## src/rtl/svo_tmds_pkg.sv

```systemverilog
// Shared TMDS definitions: control tokens, decoder state encoding and the decoded-symbol payload.
package svo_tmds_pkg;

    localparam int unsigned SYM_W  = 10;
    localparam int unsigned DATA_W = 8;
    localparam int unsigned CTRL_W = 2;
    localparam int unsigned OFF_W  = 4;

    localparam logic [SYM_W-1:0] TOKEN_CTRL_00 = 10'b1101010100;
    localparam logic [SYM_W-1:0] TOKEN_CTRL_01 = 10'b0010101011;
    localparam logic [SYM_W-1:0] TOKEN_CTRL_10 = 10'b0101010100;
    localparam logic [SYM_W-1:0] TOKEN_CTRL_11 = 10'b1010101011;

    typedef enum logic {
        ST_SEARCH = 1'b0,
        ST_LOCKED = 1'b1
    } state_e;

    typedef struct packed {
        logic              is_token;
        logic [CTRL_W-1:0] ctrl;
        logic [DATA_W-1:0] data;
    } sym_t;

endpackage

```

## src/rtl/svo_tmds_dec_if.sv

```systemverilog
// Per-channel link between deserializer/capture logic (master) and the TMDS decoder (slave).
interface svo_tmds_dec_if;
    import svo_tmds_pkg::*;

    logic [SYM_W-1:0]  din;
    logic              de;
    logic [CTRL_W-1:0] ctrl;
    logic [DATA_W-1:0] dout;
    logic              locked;
    logic [OFF_W-1:0]  align_offset;

    modport master (output din, input de, ctrl, dout, locked, align_offset);
    modport slave  (input din, output de, ctrl, dout, locked, align_offset);
endinterface

```

## src/rtl/svo_tmds_sym_dec.sv

```systemverilog
// Combinational TMDS symbol decoder: aligned 10-bit word -> token flag, control bits, pixel byte.
module svo_tmds_sym_dec
    import svo_tmds_pkg::*;
(
    input  logic [SYM_W-1:0] aw,
    output sym_t             sym_c
);
    logic [DATA_W-1:0] q;

    always_comb begin
        sym_c = '0;
        q     = '0;
        case (aw)
            TOKEN_CTRL_00: begin sym_c.is_token = 1'b1; sym_c.ctrl = 2'b00; end
            TOKEN_CTRL_01: begin sym_c.is_token = 1'b1; sym_c.ctrl = 2'b01; end
            TOKEN_CTRL_10: begin sym_c.is_token = 1'b1; sym_c.ctrl = 2'b10; end
            TOKEN_CTRL_11: begin sym_c.is_token = 1'b1; sym_c.ctrl = 2'b11; end
            default: begin
                // Undo the optional inversion, then the XOR/XNOR transition chain.
                q             = aw[9] ? ~aw[DATA_W-1:0] : aw[DATA_W-1:0];
                sym_c.data[0] = q[0];
                for (int i = 1; i < int'(DATA_W); i++) begin
                    sym_c.data[i] = aw[8] ? (q[i] ^ q[i-1]) : ~(q[i] ^ q[i-1]);
                end
            end
        endcase
    end
endmodule

```

## src/rtl/svo_tmds_dec.sv

```systemverilog
// TMDS channel decoder: hunts bit alignment on runs of control tokens, then decodes symbols.
module svo_tmds_dec
    import svo_tmds_pkg::*;
#(
    parameter int unsigned LOCK_TOKENS    = 16,
    parameter int unsigned SEARCH_TIMEOUT = 2048,
    parameter int unsigned LOSS_WORDS     = 4096
) (
    input logic           clk,
    input logic           resetn,
    svo_tmds_dec_if.slave bus
);
    localparam int unsigned RUN_W  = $clog2(LOCK_TOKENS) + 1;
    localparam int unsigned TMO_W  = $clog2(SEARCH_TIMEOUT) + 1;
    localparam int unsigned IDLE_W = $clog2(LOSS_WORDS) + 1;
    localparam logic [OFF_W-1:0] OFF_MAX = OFF_W'(SYM_W - 1);

    logic [SYM_W-1:0]  prev_q, prev_d, aw_q, aw_d;
    logic [OFF_W-1:0]  off_q, off_d;
    state_e            state_q, state_d;
    logic [RUN_W-1:0]  run_q, run_d;
    logic [TMO_W-1:0]  tmo_q, tmo_d;
    logic [IDLE_W-1:0] idle_q, idle_d;
    logic              skip_q, skip_d;
    logic              de_q, de_d, locked_q, locked_d;
    logic [CTRL_W-1:0] ctrl_q, ctrl_d;
    logic [DATA_W-1:0] dout_q, dout_d;
    logic              token_ok;
    sym_t              sym;

    svo_tmds_sym_dec u_sym_dec (.aw(aw_q), .sym_c(sym));

    // Bit off_q of the {din, prev} stream becomes aw[0].
    always_comb begin
        prev_d = bus.din;
        aw_d   = SYM_W'({bus.din, prev_q} >> off_q);
    end

    // The word right after an offset change was captured at the old offset; never count it.
    assign token_ok = sym.is_token && !skip_q;

    always_comb begin
        state_d = state_q;
        off_d   = off_q;
        run_d   = run_q;
        tmo_d   = tmo_q;
        idle_d  = idle_q;
        skip_d  = 1'b0;
        case (state_q)
            ST_SEARCH: begin
                tmo_d = tmo_q + 1'b1;
                run_d = token_ok ? run_q + 1'b1 : '0;
                if (token_ok && run_q == RUN_W'(LOCK_TOKENS - 1)) begin
                    state_d = ST_LOCKED;
                    run_d   = '0;
                    tmo_d   = '0;
                    idle_d  = '0;
                end else if (tmo_q == TMO_W'(SEARCH_TIMEOUT - 1)) begin
                    off_d  = (off_q == OFF_MAX) ? '0 : off_q + 1'b1;
                    run_d  = '0;
                    tmo_d  = '0;
                    skip_d = 1'b1;
                end
            end
            ST_LOCKED: begin
                if (sym.is_token) begin
                    idle_d = '0;
                end else if (idle_q == IDLE_W'(LOSS_WORDS - 1)) begin
                    state_d = ST_SEARCH;
                    run_d   = '0;
                    tmo_d   = '0;
                    idle_d  = '0;
                end else begin
                    idle_d = idle_q + 1'b1;
                end
            end
        endcase
    end

    // Outputs are gated by the next state so locked and symbol outputs change together.
    always_comb begin
        locked_d = (state_d == ST_LOCKED);
        de_d     = locked_d && !sym.is_token;
        ctrl_d   = locked_d ? sym.ctrl : '0;
        dout_d   = de_d ? sym.data : '0;
    end

    always_ff @(posedge clk) begin
        if (!resetn) begin
            prev_q   <= '0;
            aw_q     <= '0;
            off_q    <= '0;
            state_q  <= ST_SEARCH;
            run_q    <= '0;
            tmo_q    <= '0;
            idle_q   <= '0;
            skip_q   <= 1'b0;
            de_q     <= 1'b0;
            ctrl_q   <= '0;
            dout_q   <= '0;
            locked_q <= 1'b0;
        end else begin
            prev_q   <= prev_d;
            aw_q     <= aw_d;
            off_q    <= off_d;
            state_q  <= state_d;
            run_q    <= run_d;
            tmo_q    <= tmo_d;
            idle_q   <= idle_d;
            skip_q   <= skip_d;
            de_q     <= de_d;
            ctrl_q   <= ctrl_d;
            dout_q   <= dout_d;
            locked_q <= locked_d;
        end
    end

    assign bus.de           = de_q;
    assign bus.ctrl         = ctrl_q;
    assign bus.dout         = dout_q;
    assign bus.locked       = locked_q;
    assign bus.align_offset = off_q;
endmodule
```

## src/flat_wrapper.sv

```systemverilog
// flat-port wrapper written by rule: the top's interface ports become plain ports
module svo_tmds_dec_flat import svo_tmds_pkg::*;
#(
    parameter int unsigned LOCK_TOKENS    = 16,
    parameter int unsigned SEARCH_TIMEOUT = 2048,
    parameter int unsigned LOSS_WORDS     = 4096
)
  (clk, resetn, bus_din, bus_de, bus_ctrl, bus_dout, bus_locked, bus_align_offset);
  svo_tmds_dec_if bus_i ();
  input logic clk;
  input logic resetn;
  input wire logic [$bits(bus_i.din)-1:0] bus_din;
  output wire logic [$bits(bus_i.de)-1:0] bus_de;
  output wire logic [$bits(bus_i.ctrl)-1:0] bus_ctrl;
  output wire logic [$bits(bus_i.dout)-1:0] bus_dout;
  output wire logic [$bits(bus_i.locked)-1:0] bus_locked;
  output wire logic [$bits(bus_i.align_offset)-1:0] bus_align_offset;
  assign bus_i.din = bus_din;
  assign bus_de = bus_i.de;
  assign bus_ctrl = bus_i.ctrl;
  assign bus_dout = bus_i.dout;
  assign bus_locked = bus_i.locked;
  assign bus_align_offset = bus_i.align_offset;
  svo_tmds_dec #(.LOCK_TOKENS(LOCK_TOKENS), .SEARCH_TIMEOUT(SEARCH_TIMEOUT), .LOSS_WORDS(LOSS_WORDS)) u_core (.clk(clk), .resetn(resetn), .bus(bus_i));
endmodule
```

## config.mk

```make
export PLATFORM = sky130hd
export DESIGN_NAME = svo_tmds_dec_flat
export DESIGN_NICKNAME = d
export VERILOG_FILES = /design/src/rtl/svo_tmds_pkg.sv /design/src/rtl/svo_tmds_dec_if.sv /design/src/rtl/svo_tmds_sym_dec.sv /design/src/rtl/svo_tmds_dec.sv /design/src/flat_wrapper.sv
export SDC_FILE = /design/constraint.sdc
export NUM_CORES = 1
export LEC_CHECK = 0
export CORE_MARGIN = 3
export CORE_UTILIZATION = 69
export DETAILED_ROUTE_END_ITERATION = 16
export DONT_BUFFER_PORTS = 1
export GPL_TIMING_DRIVEN = 0
export MAX_ROUTING_LAYER = met4
export PLACE_DENSITY = 0.85
export REMOVE_ABC_BUFFERS = 1
export SYNTH_ARGS = -nofsm -noshare
export SYNTH_HDL_FRONTEND = slang
export SYNTH_SLANG_ARGS = --single-unit
```

## constraint.sdc

```tcl
create_clock -name clk -period 3.4 [get_ports clk]
set_input_delay 0.51 -clock clk [delete_from_list [all_inputs] [get_ports clk]]
set_output_delay 0.51 -clock clk [all_outputs]
set_load 0.05 [all_outputs]
```

# Yosys cells after proc, flatten, opt, wreduce, memory -nomap -nowiden
# Cells that the tools add are included.
# totals
reg_bits	67
inputBits	12
output_inout_bits	16
elab_cells	86
# classes
n_addsub	4
n_eq_ne	11
n_shift	1
mux	30
bitwise_logic	19
reduce_logical	10
# op_table
operator	count
2-to-1 mux 12 bit	4
2-to-1 mux 13 bit	3
one-hot mux 13 bit (2 select lines)	1
2-to-1 mux 5 bit	5
one-hot mux 12 bit (2 select lines)	1
== test 10 bit (second input constant)	2
right shift 20 x 4 -> 10 bit	1
adder 13 x 1 -> 13 bit (second input constant)	1
== test 13 x 12 -> 1 bit (second input constant)	1
adder 12 x 1 -> 12 bit (second input constant)	1
== test 12 x 11 -> 1 bit (second input constant)	1
one-hot mux 3 bit (4 select lines)	1
2-to-1 mux 1 bit	11
inverter 1 bit	11
== test 10 x 8 -> 1 bit (second input constant)	1
== test 10 x 9 -> 1 bit (second input constant)	1
one-hot mux 5 bit (2 select lines)	1
2-to-1 mux 8 bit	1
inverter 8 bit	1
XOR 1 bit	7
OR reduction 6 bit	1
adder 5 x 1 -> 5 bit (second input constant)	1
== test 5 x 4 -> 1 bit (second input constant)	1
adder 4 x 1 -> 4 bit (second input constant)	1
10 further kinds	15

# Depth between registers and ports, before layout
# Gate-level depths: netlist of run 1.
# logic_depth
word_depth	9
mapped_depth	8
mapped_depth_nobuf	7

# Modules after synthesis
# From an unflattened synthesis of run 1, not the netlist that was laid out.
# hier_totals
hier_cells	406
hier_area_um2	3806.2
# modules_own_cells
module	instances	cells_per_inst	area_per_inst_um2	seq_area_each_um2
svo_tmds_dec	1	362	3450.8	1341.3
svo_tmds_sym_dec	1	44	355.3	0.0

# Least setup slack after synthesis of run 1
# OpenSTA, ideal clock, no wires.
# synth_timing
kind	reg-to-reg
startpoint	register u_core.off_q[1] (netlist: u_core.bus.align_offset[1])
endpoint	register u_core.aw_q[7]
setup_time_ns	0.115
arrival_ns	2.161
required_time_ns	3.285
path_slack_ns	1.124
stages_incl_launch_ff	6
path_buffers	2
period_less_slack_ns	2.276
path_cell_list	dfxtp_1 buf_2 buf_1 mux4_2 mux4_2 and2_1
# synth_between
elab_chain_cells	1
# synth_rtl
element	line_no	rtl
from (decl)	svo_tmds_dec.sv:19	logic [OFF_W-1:0] off_q, off_d;
from (signal assigned)	svo_tmds_dec.sv:92	off_q <= '0;
from (signal assigned)	svo_tmds_dec.sv:105	off_q <= off_d;
right shift 20 x 4 -> 10 bit	svo_tmds_dec.sv:36	aw_d = SYM_W'({bus.din, prev_q} >> off_q);
to (signal assigned)	svo_tmds_dec.sv:104	aw_q <= aw_d;
to (decl)	svo_tmds_dec.sv:18	logic [SYM_W-1:0] prev_q, prev_d, aw_q, aw_d;
# No other way between the ends.
# A chain may end at the register's enable or synchronous reset.

# Final worst setup path of run 1
# layout_timing
startpoint	register u_core.run_q[0]
endpoint	register u_core.tmo_q[5]
# layout_between
elab_chain_cells	4
# layout_rtl
element	line_no	rtl
from (decl)	svo_tmds_dec.sv:21	logic [RUN_W-1:0] run_q, run_d;
from (signal assigned)	svo_tmds_dec.sv:107	run_q <= run_d;
== test 5 x 4 -> 1 bit	svo_tmds_dec.sv:53	if (token_ok && run_q == RUN_W'(LOCK_TOKENS - 1)) begin
logical AND 1 bit	svo_tmds_dec.sv:53	
2-to-1 mux 12 bit	svo_tmds_dec.sv:53	
one-hot mux 12 bit (2 select lines)	svo_tmds_dec.sv:49	case (state_q)
to (signal assigned)	svo_tmds_dec.sv:108	tmo_q <= tmo_d;
to (decl)	svo_tmds_dec.sv:22	logic [TMO_W-1:0] tmo_q, tmo_d;
# No other way between the ends.

==> results.md, run 1 <==
* Status: complete, no violations
* Cell Pwr Density at 409 nW/um^2
* Number of global-route vias before repair at roughly 3100
* Htree depth at 3
* Clk sinks at 67
* Period utilization at 94.4%
* Achievable Freq at 312 MHz
* CTS Buf Count at 9
* Final setup viols at 0
* Initial drt markers at 317
* Clock tree root buffer cell: clkbuf_8
* Worst R2R Start: u_core.run_q[0]
* Initial antenna violation count at 0
* First-pass GRT wire length at 15200 um
* WS Path Type: reg -> reg
* Vias at between 3000 and 4000
* Clk_lat worst skew at around 0.36 ns
* Post-synthesis compound-gate area fraction at 14.2%
* Design Area, Final at slightly above 4000 um^2
* Flop pwr share at roughly half
* Switching portion of total power at 23.8%
* Reg2reg end: u_core.tmo_q[5]
* Largest cells by area after synthesis: dfxtp_1 35%, mux4_2 9.4%, mux2i_1 6.8%
* CP Launch Type: flop
* FILL cells at 360
* YS warnings at 0
* Depth of the worst register-to-register path at 7
* Least-Margin Pin Slew at roughly 1.4 ns
* Commonest cells in the netlist: 67 x dfxtp_1, 28 x nand3_1, 26 x mux2i_1
* Final min period at 3.21 ns
* Hold depth at 1
* Antenna-violating nets left at 0
* Setup Fix Bufs, Post-CTS at 0
* Post-synth EDFFs at 0
* Congestion Overflow GR at 0
* Worst slack, placed at between 0.2 and 0.3 ns
* Setup tns final at 0 ns
* PnR Total Power at 1650 uW
* Die area at between 6000 and 7000 um^2
* PnR worst setup slack at 0.190 ns
* Sequential share of the synthesized area at between 30% and 40%
* Post-Syn Instances at 404
* CTS tree: done
* Synth Area in Simple Gates at 22.4%
* CP endpoint kind: flop
* IO Port Bufs at 0
* Die Y at 80.6 um
* Post-synthesis xor/xnor area fraction at roughly 3.2%
* Peak VDD IR at 0.327 mV
* Cell area after synthesis at 3840 um^2
* Cell Rows at 26
* Area share of the largest cell type after synthesis at 35.0%
* IO Pins at 28
* Commonest register cell after synthesis: dfxtp_1
* Worst-path fanout max at 19
* Share of layout cells above drive strength 1 at 10.6%
* Routed vias/inst at 7.04
* HP Class: in -> reg
* Die width at 80.6 um
* Final #Nets at ~420
* WL met1 at 3730 um
* Comb pwr share at 4.8%
* Total GRT Usage at slightly above 30%
* Initial Util at 73.3%
* DR top layer: met4
* Min-delay src: bus_din[5]
* Switching pwr at 393 uW
* Synth-to-layout area growth at 5.12%
* Clk pwr share at 45.9%
* Pleak at 0.00134 uW
* Required time of the critical path at 3.68 ns
* Max clock buf depth at 2
* Clk_skew at 0.00926 ns
* R2R setup slack at 0.19 ns
* Gp weighted congestion at just under 0.9
* Cells resized by post-CTS repair at 0
* Routed len/inst at 19.3 um
* Core ar. at 5240 um^2
* Critical path arrival at 3.49 ns
* Post-Place Cells at 450
* Max_slew headroom at 5.13%
* Final WL at roughly 9000 um
* Top-count cell post-synth: dfxtp_1
* Area leader, netlist: dfxtp_1
* Largest net degree at the start of global routing at 49
* Post-synthesis adder-cell area fraction at 3.91%
* Placed Area at roughly 3800 um^2
* Max Cap Viol at 0
* First drt pass iteration count at 6
* Reg clk slew, reported paths at 0.08 ns
* Largest family of logic cells by synthesized area: simple AND/OR/NAND/NOR gates
* RSZ-0062 raised after global routing: false
* Post-synth ARST share at 0%
* Max-slew violations at 0
* #FFs+latches synth at 67
* Non-Filler Instances at 466
* DRC Markers at 0
* # diodes at 0
* Mux cell area share after synthesis at 16.2%
* Met3 routed WL at 809 um
* Post-synth cell types at 54
* WL met2 at 4310 um
* Dpl hpwl at 5960 um
* Int Power at 1260 uW
* Mean Syn Cell Area at ~9.5 um^2
* Hold Violations, Final at 0
* Hold_buf cts at 0
* Hold endpoint: u_core.prev_q[5]
==> power groups by stage <==
stage | combinational (uW) | clock (uW) | sequential, uW
floorplan | 64.7 | 0 | 827
global placement | 74.6 | 0 | 830
detailed placement | 78.3 | 0 | 832
CTS | 79.6 | 762 | 814
global route | 88.7 | 796 | 816
finish | 79.9 | 758 | 814
==> sequential cells by signal, indices dropped and copies added, names as in the netlist <==
register and count:
u_core.idle_q 13, u_core.tmo_q 12, u_core.aw_q 10, u_core.prev_q 10, u_core.bus.dout 8, u_core.run_q 5
u_core.bus.align_offset 4, u_core.bus.ctrl 2, u_core.bus.de 1, u_core.skip_q 1, u_core.state_q 1
==> critical path, cell delays in order, from the launching register on <==
cell      delay, ns
dfxtp_1        0.35
ha_1           0.23
and3_1         0.19
ha_1           0.22
and4b_1        0.26
a221oi_2       1.16
nand3_1        0.45
o211ai_2       0.26
==> final cells by class <==
class / instances / area (um^2) / area share (%)
multi-input cells: 292 / 2300 / 57.0
well taps: 70 / 87.6 / 2.17
clock inverters: 7 / 101 / 2.51
flip-flops and latches: 67 / 1340 / 33.3
clock buffers: 9 / 124 / 3.07
inverters: 21 / 78.8 / 1.95
==> layer usage <==
layer  vias up  track usage, %
li1       1510               -
met1      1563            39.9
met2       185            48.0
met3        21            6.95
met4         0            11.3
met5         -               -
==> logic make-up (layout without fill, tap and decap cells) <==
logic type / Yosys count / in the layout
compound gates: 76 / 76
buf+inv: 45 / 37
flops: 67 / 67
simple gates: 148 / 148
xor+xnor: 14 / 14
fa+ha+maj: 12 / 12
mux: 42 / 42
==> metrics by stage <==
stage	hold slack (ns)	util, %
final	0.265	77.0
after global placement	0.423	72.7
after CTS	0.261	77.0
after floorplan	0.408	-
after global routing	0.257	77.0
after detailed placement	0.428	72.7
==> worst max path at each step <==
stage	startpoint	endpoint
6_report	u_core.run_q[0]	u_core.tmo_q[5]
5_1_grt	u_core.run_q[0]	u_core.tmo_q[5]
4_1_cts	u_core.run_q[0]	u_core.tmo_q[5]
3_5_place_dp	u_core.run_q[0]	u_core.tmo_q[5]
2_1_floorplan	u_core.bus.align_offset[0]	u_core.aw_q[6]
3_3_place_gp	u_core.run_q[0]	u_core.tmo_q[5]
==> placed cells by master, fill, tap and decap left out, drive strengths merged, types with 3 or more instances in the layout <==
master | netlist | layout
nor2 | 15 | 15
or3 | 8 | 8
nor2b | 3 | 3
mux4 | 16 | 16
nand2 | 20 | 20
a32oi | 5 | 5
a221oi | 3 | 3
and4b | 4 | 4
o2bb2ai | 4 | 4
ha | 12 | 12
clkbuf | 13 | 9
nand3 | 28 | 28
o22ai | 10 | 10
dfxtp | 67 | 67
or4 | 5 | 5
and2 | 18 | 18
a31oi | 6 | 6
o31ai | 3 | 3
xnor2 | 11 | 11
nor3 | 5 | 5
and4 | 6 | 6
nand4 | 12 | 12
o21ai | 15 | 15
and3 | 7 | 7
o2111ai | 3 | 3
a21oi | 9 | 9
o211ai | 6 | 6
mux2i | 26 | 26
inv | 21 | 22
xor2 | 3 | 3
nand3b | 7 | 7
a22oi | 3 | 3
No activity file was read; power rests on OpenSTA's default activity.
==> run 2: changes to the inputs <==
--- a/config.mk
+++ b/config.mk
@@ -5,13 +5,14 @@
 export SDC_FILE = /design/constraint.sdc
 export NUM_CORES = 1
 export LEC_CHECK = 0
-export CORE_MARGIN = 3
+export CORE_MARGIN = 4
 export CORE_UTILIZATION = 69
 export DETAILED_ROUTE_END_ITERATION = 16
 export DONT_BUFFER_PORTS = 1
 export GPL_TIMING_DRIVEN = 0
 export MAX_ROUTING_LAYER = met4
 export PLACE_DENSITY = 0.85
+export RECOVER_POWER = 25
 export REMOVE_ABC_BUFFERS = 1
 export SYNTH_ARGS = -nofsm -noshare
 export SYNTH_HDL_FRONTEND = slang
==> run 2 against run 1 <==
Net effect: critical path depth unchanged; critical path type unchanged; global-route usage decreased by 2.0 points; largest cell class unchanged; die area increased by 5.0%; clock-buffer cell count rose by 2.
==> results.md, run 2 (synthesized netlist as in run 1, its figures left out) <==
* Die Y at 82.6 um (+2.5%)
* Largest registers: u_core.idle_q (13), u_core.tmo_q (12)
* Setup Fix Bufs, Post-CTS at 0 (unchanged)
* Die area at 6820 um^2 (+5.0%)
* Die width at 82.6 um (+2.5%)
* Total GRT Usage at 29.0% (-2.0 points)
* IO Pins at 28 (unchanged)
* Routed len/inst at 18.7 um (-2.8%)
* RSZ-0062 raised after global routing: false
* Global routing usage on met2 at 45.5% (-2.5 points)
* Max Cap Viol at 0 (unchanged)
* Hold depth at 1 (unchanged)
* Depth of the worst register-to-register path at 7 (unchanged)
* First-pass GRT wire length at 14600 um (-4.1%)
* Achievable Freq at 315 MHz (+1.2%)
* Final min period at 3.17 ns (-0.0386 ns)
* Commonest cells after routing, fill and taps aside: 65 x dfxtp_1, 28 x nand3_1, 26 x mux2i_1
* CTS Buf Count at 9 (unchanged)
* Met1 Resource Use GR at 35.6% (-4.2 points)
* Biggest register: u_core.idle_q
* Busiest metal layer after global routing: met2
* Max-slew violations at 0 (unchanged)
* Antenna-violating nets left at 0 (unchanged)
* CP Launch Type: flop
* Min-delay src: bus_din[9]
* Max clock buf depth at 2 (unchanged)
* Final setup viols at 0 (unchanged)
* Routed vias/inst at 6.93 (-1.5%)
* First drt pass iteration count at 5 (-1)
* R2R setup slack at 0.23 ns (+0.04 ns)
* Reg2reg end: u_core.tmo_q[5]
* Synth-to-layout area growth at 3.42%
* Worst hold slack at 0.268 ns (+0.00285 ns)
* Slowest cell delay on critical path at 1.14 ns (-0.02 ns)
* Cells resized by post-CTS repair at 0 (unchanged)
* WS Path Type: reg -> reg
* Number of global-route vias before repair at 3092 (-1.1%)
* Reg clk slew, reported paths at 0.07 ns (about the same)
* Hold Violations, Final at 0 (unchanged)
* Clk sinks at 67 (unchanged)
* Gp weighted congestion at 0.939 (+5.2%)
* Congestion Overflow GR at 0 (unchanged)
* CP endpoint kind: flop
* Max_slew headroom at 6.33% (+1.2 points)
* Worst slack, placed at 0.297 ns (+0.00470 ns)
* Final #Nets at 415 (unchanged)
* Dpl hpwl at 5970 um (+0.18%)
* Commonest non-fill, non-tap cell in the layout: dfxtp_1
* Worst R2R Start: u_core.run_q[0]
* # diodes at 0 (unchanged)
* Met3 Usage GRT at 8.24% (+1.3 points)
* Cell Pwr Density at 369 nW/um^2 (-10%)
* Htree depth at 3 (unchanged)
* Clk_lat worst skew at 0.36 ns (about the same)
* Least-Margin Pin Slew at 1.41 ns (-0.0181 ns)
* Hold endpoint: u_core.prev_q[9]
* Core ar. at 5240 um^2 (unchanged)
* Share of layout cells above drive strength 1 at 9.87% (-0.73 points)
* Cell Rows at 26 (unchanged)
* Clock tree root buffer cell: clkbuf_8
* CTS tree: done
* Required time of the critical path at 3.69 ns (about the same)
* Peak VDD IR at 0.302 mV (-7.8%)
* CP Cell Sequence: ha_1 -> and3_1 -> ha_1 -> and4b_1 -> a221oi_2 -> nand3_1 -> o211ai_2
* Pleak at 0.00131 uW (-2.3%)
* Vias at 3224 (-1.7%)
* Setup tns final at 0 ns (unchanged)
* Final WL at 8710 um (-3.0%)
* Largest net degree at the start of global routing at 49 (unchanged)
* Initial drt markers at 231 (-27%)
* PnR worst setup slack at 0.228 ns (+0.0386 ns)
* Initial antenna violation count at 0 (unchanged)
* Clk_skew at 0.00723 ns (-0.00203 ns)
* Period utilization at 93.3% (-1.1 points)
* Hold_buf cts at 0 (unchanged)
* HP Class: in -> reg
* Max FFs per register at 13 (unchanged)
* Slowest CP cell: a221oi_2
* IO Port Bufs at 0 (unchanged)
* Crit-path most repeated cell: ha_1
* DRC Markers at 0 (unchanged)
* Initial Util at 73.3% (unchanged)
* Critical path arrival at 3.46 ns (-0.03 ns)
* Status: complete, no violations
* Worst-path fanout max at 19 (unchanged)
==> run 2: cell types whose count changed in the layout (fill, tap and decap cells not counted) <==
cell	previous run	this run
clkbuf_1	0	2
inv_6	1	0
clkinv_2	0	1
clkinv_4	2	1
bufinv_16	2	0
==> run 2: worst max path at each step <==
stage / end / startpoint / cells past startpoint / slack [ns]
final: u_core.tmo_q[5] / u_core.run_q[0] / 7 / 0.23
after global routing: u_core.tmo_q[7] / u_core.run_q[0] / 7 / 0.11
after CTS: u_core.tmo_q[0] / u_core.run_q[0] / 7 / 0.28
after global placement: u_core.tmo_q[5] / u_core.run_q[0] / 7 / 0.33
after floorplan: u_core.aw_q[6] / u_core.bus.align_offset[0] / 3 / 0.74
after detailed placement: u_core.tmo_q[0] / u_core.run_q[0] / 7 / 0.30
==> run 2: worst max-delay path, delay by kind of cell, from the launching register on <==
| kind | cells | cell delay [ns] |
|---|---|---|
| AND/OR/NAND/NOR | 3 | 0.91 |
| AO/OA/AOI/OAI | 2 | 1.39 |
| flip-flops | 1 | 0.34 |
| adder cells (fa/ha/maj) | 2 | 0.46 |
==> run 2: final cells by class <==
type | count | area, um^2
Tap cell | 70 | 87.6
Sequential cell | 67 | 1340
Clock buffer | 11 | 131
Multi-Input combinational cell | 292 | 2300
Fill cell | 370 | 1270
Clock inverter | 4 | 28.8
Inverter | 21 | 78.8
==> run 2: through the flow <==
step	area [um^2]	util, %	power (uW)	instances
CTS	3970	75.8	1470	465
detailed placement	3810	72.7	910	450
global placement	3810	72.7	905	450
finish	3970	75.8	1460	465
floorplan	3720	-	892	380
global route	3970	75.8	1520	465
==> run 2: metal layers <==
| layer | vias up | part of all wire [%] |
|---|---|---|
| li1 | 1515 | - |
| met1 | 1534 | 41 |
| met2 | 155 | 48 |
| met3 | 20 | 9.0 |
| met4 | 0 | 1.7 |
| met5 | - | 0 |
==> run 2: power breakdown <==
part	switching, uW	internal (uW)
Combinational	37.1	42.8
Sequential	15.3	799
Clock	308	260
Total	361	1100
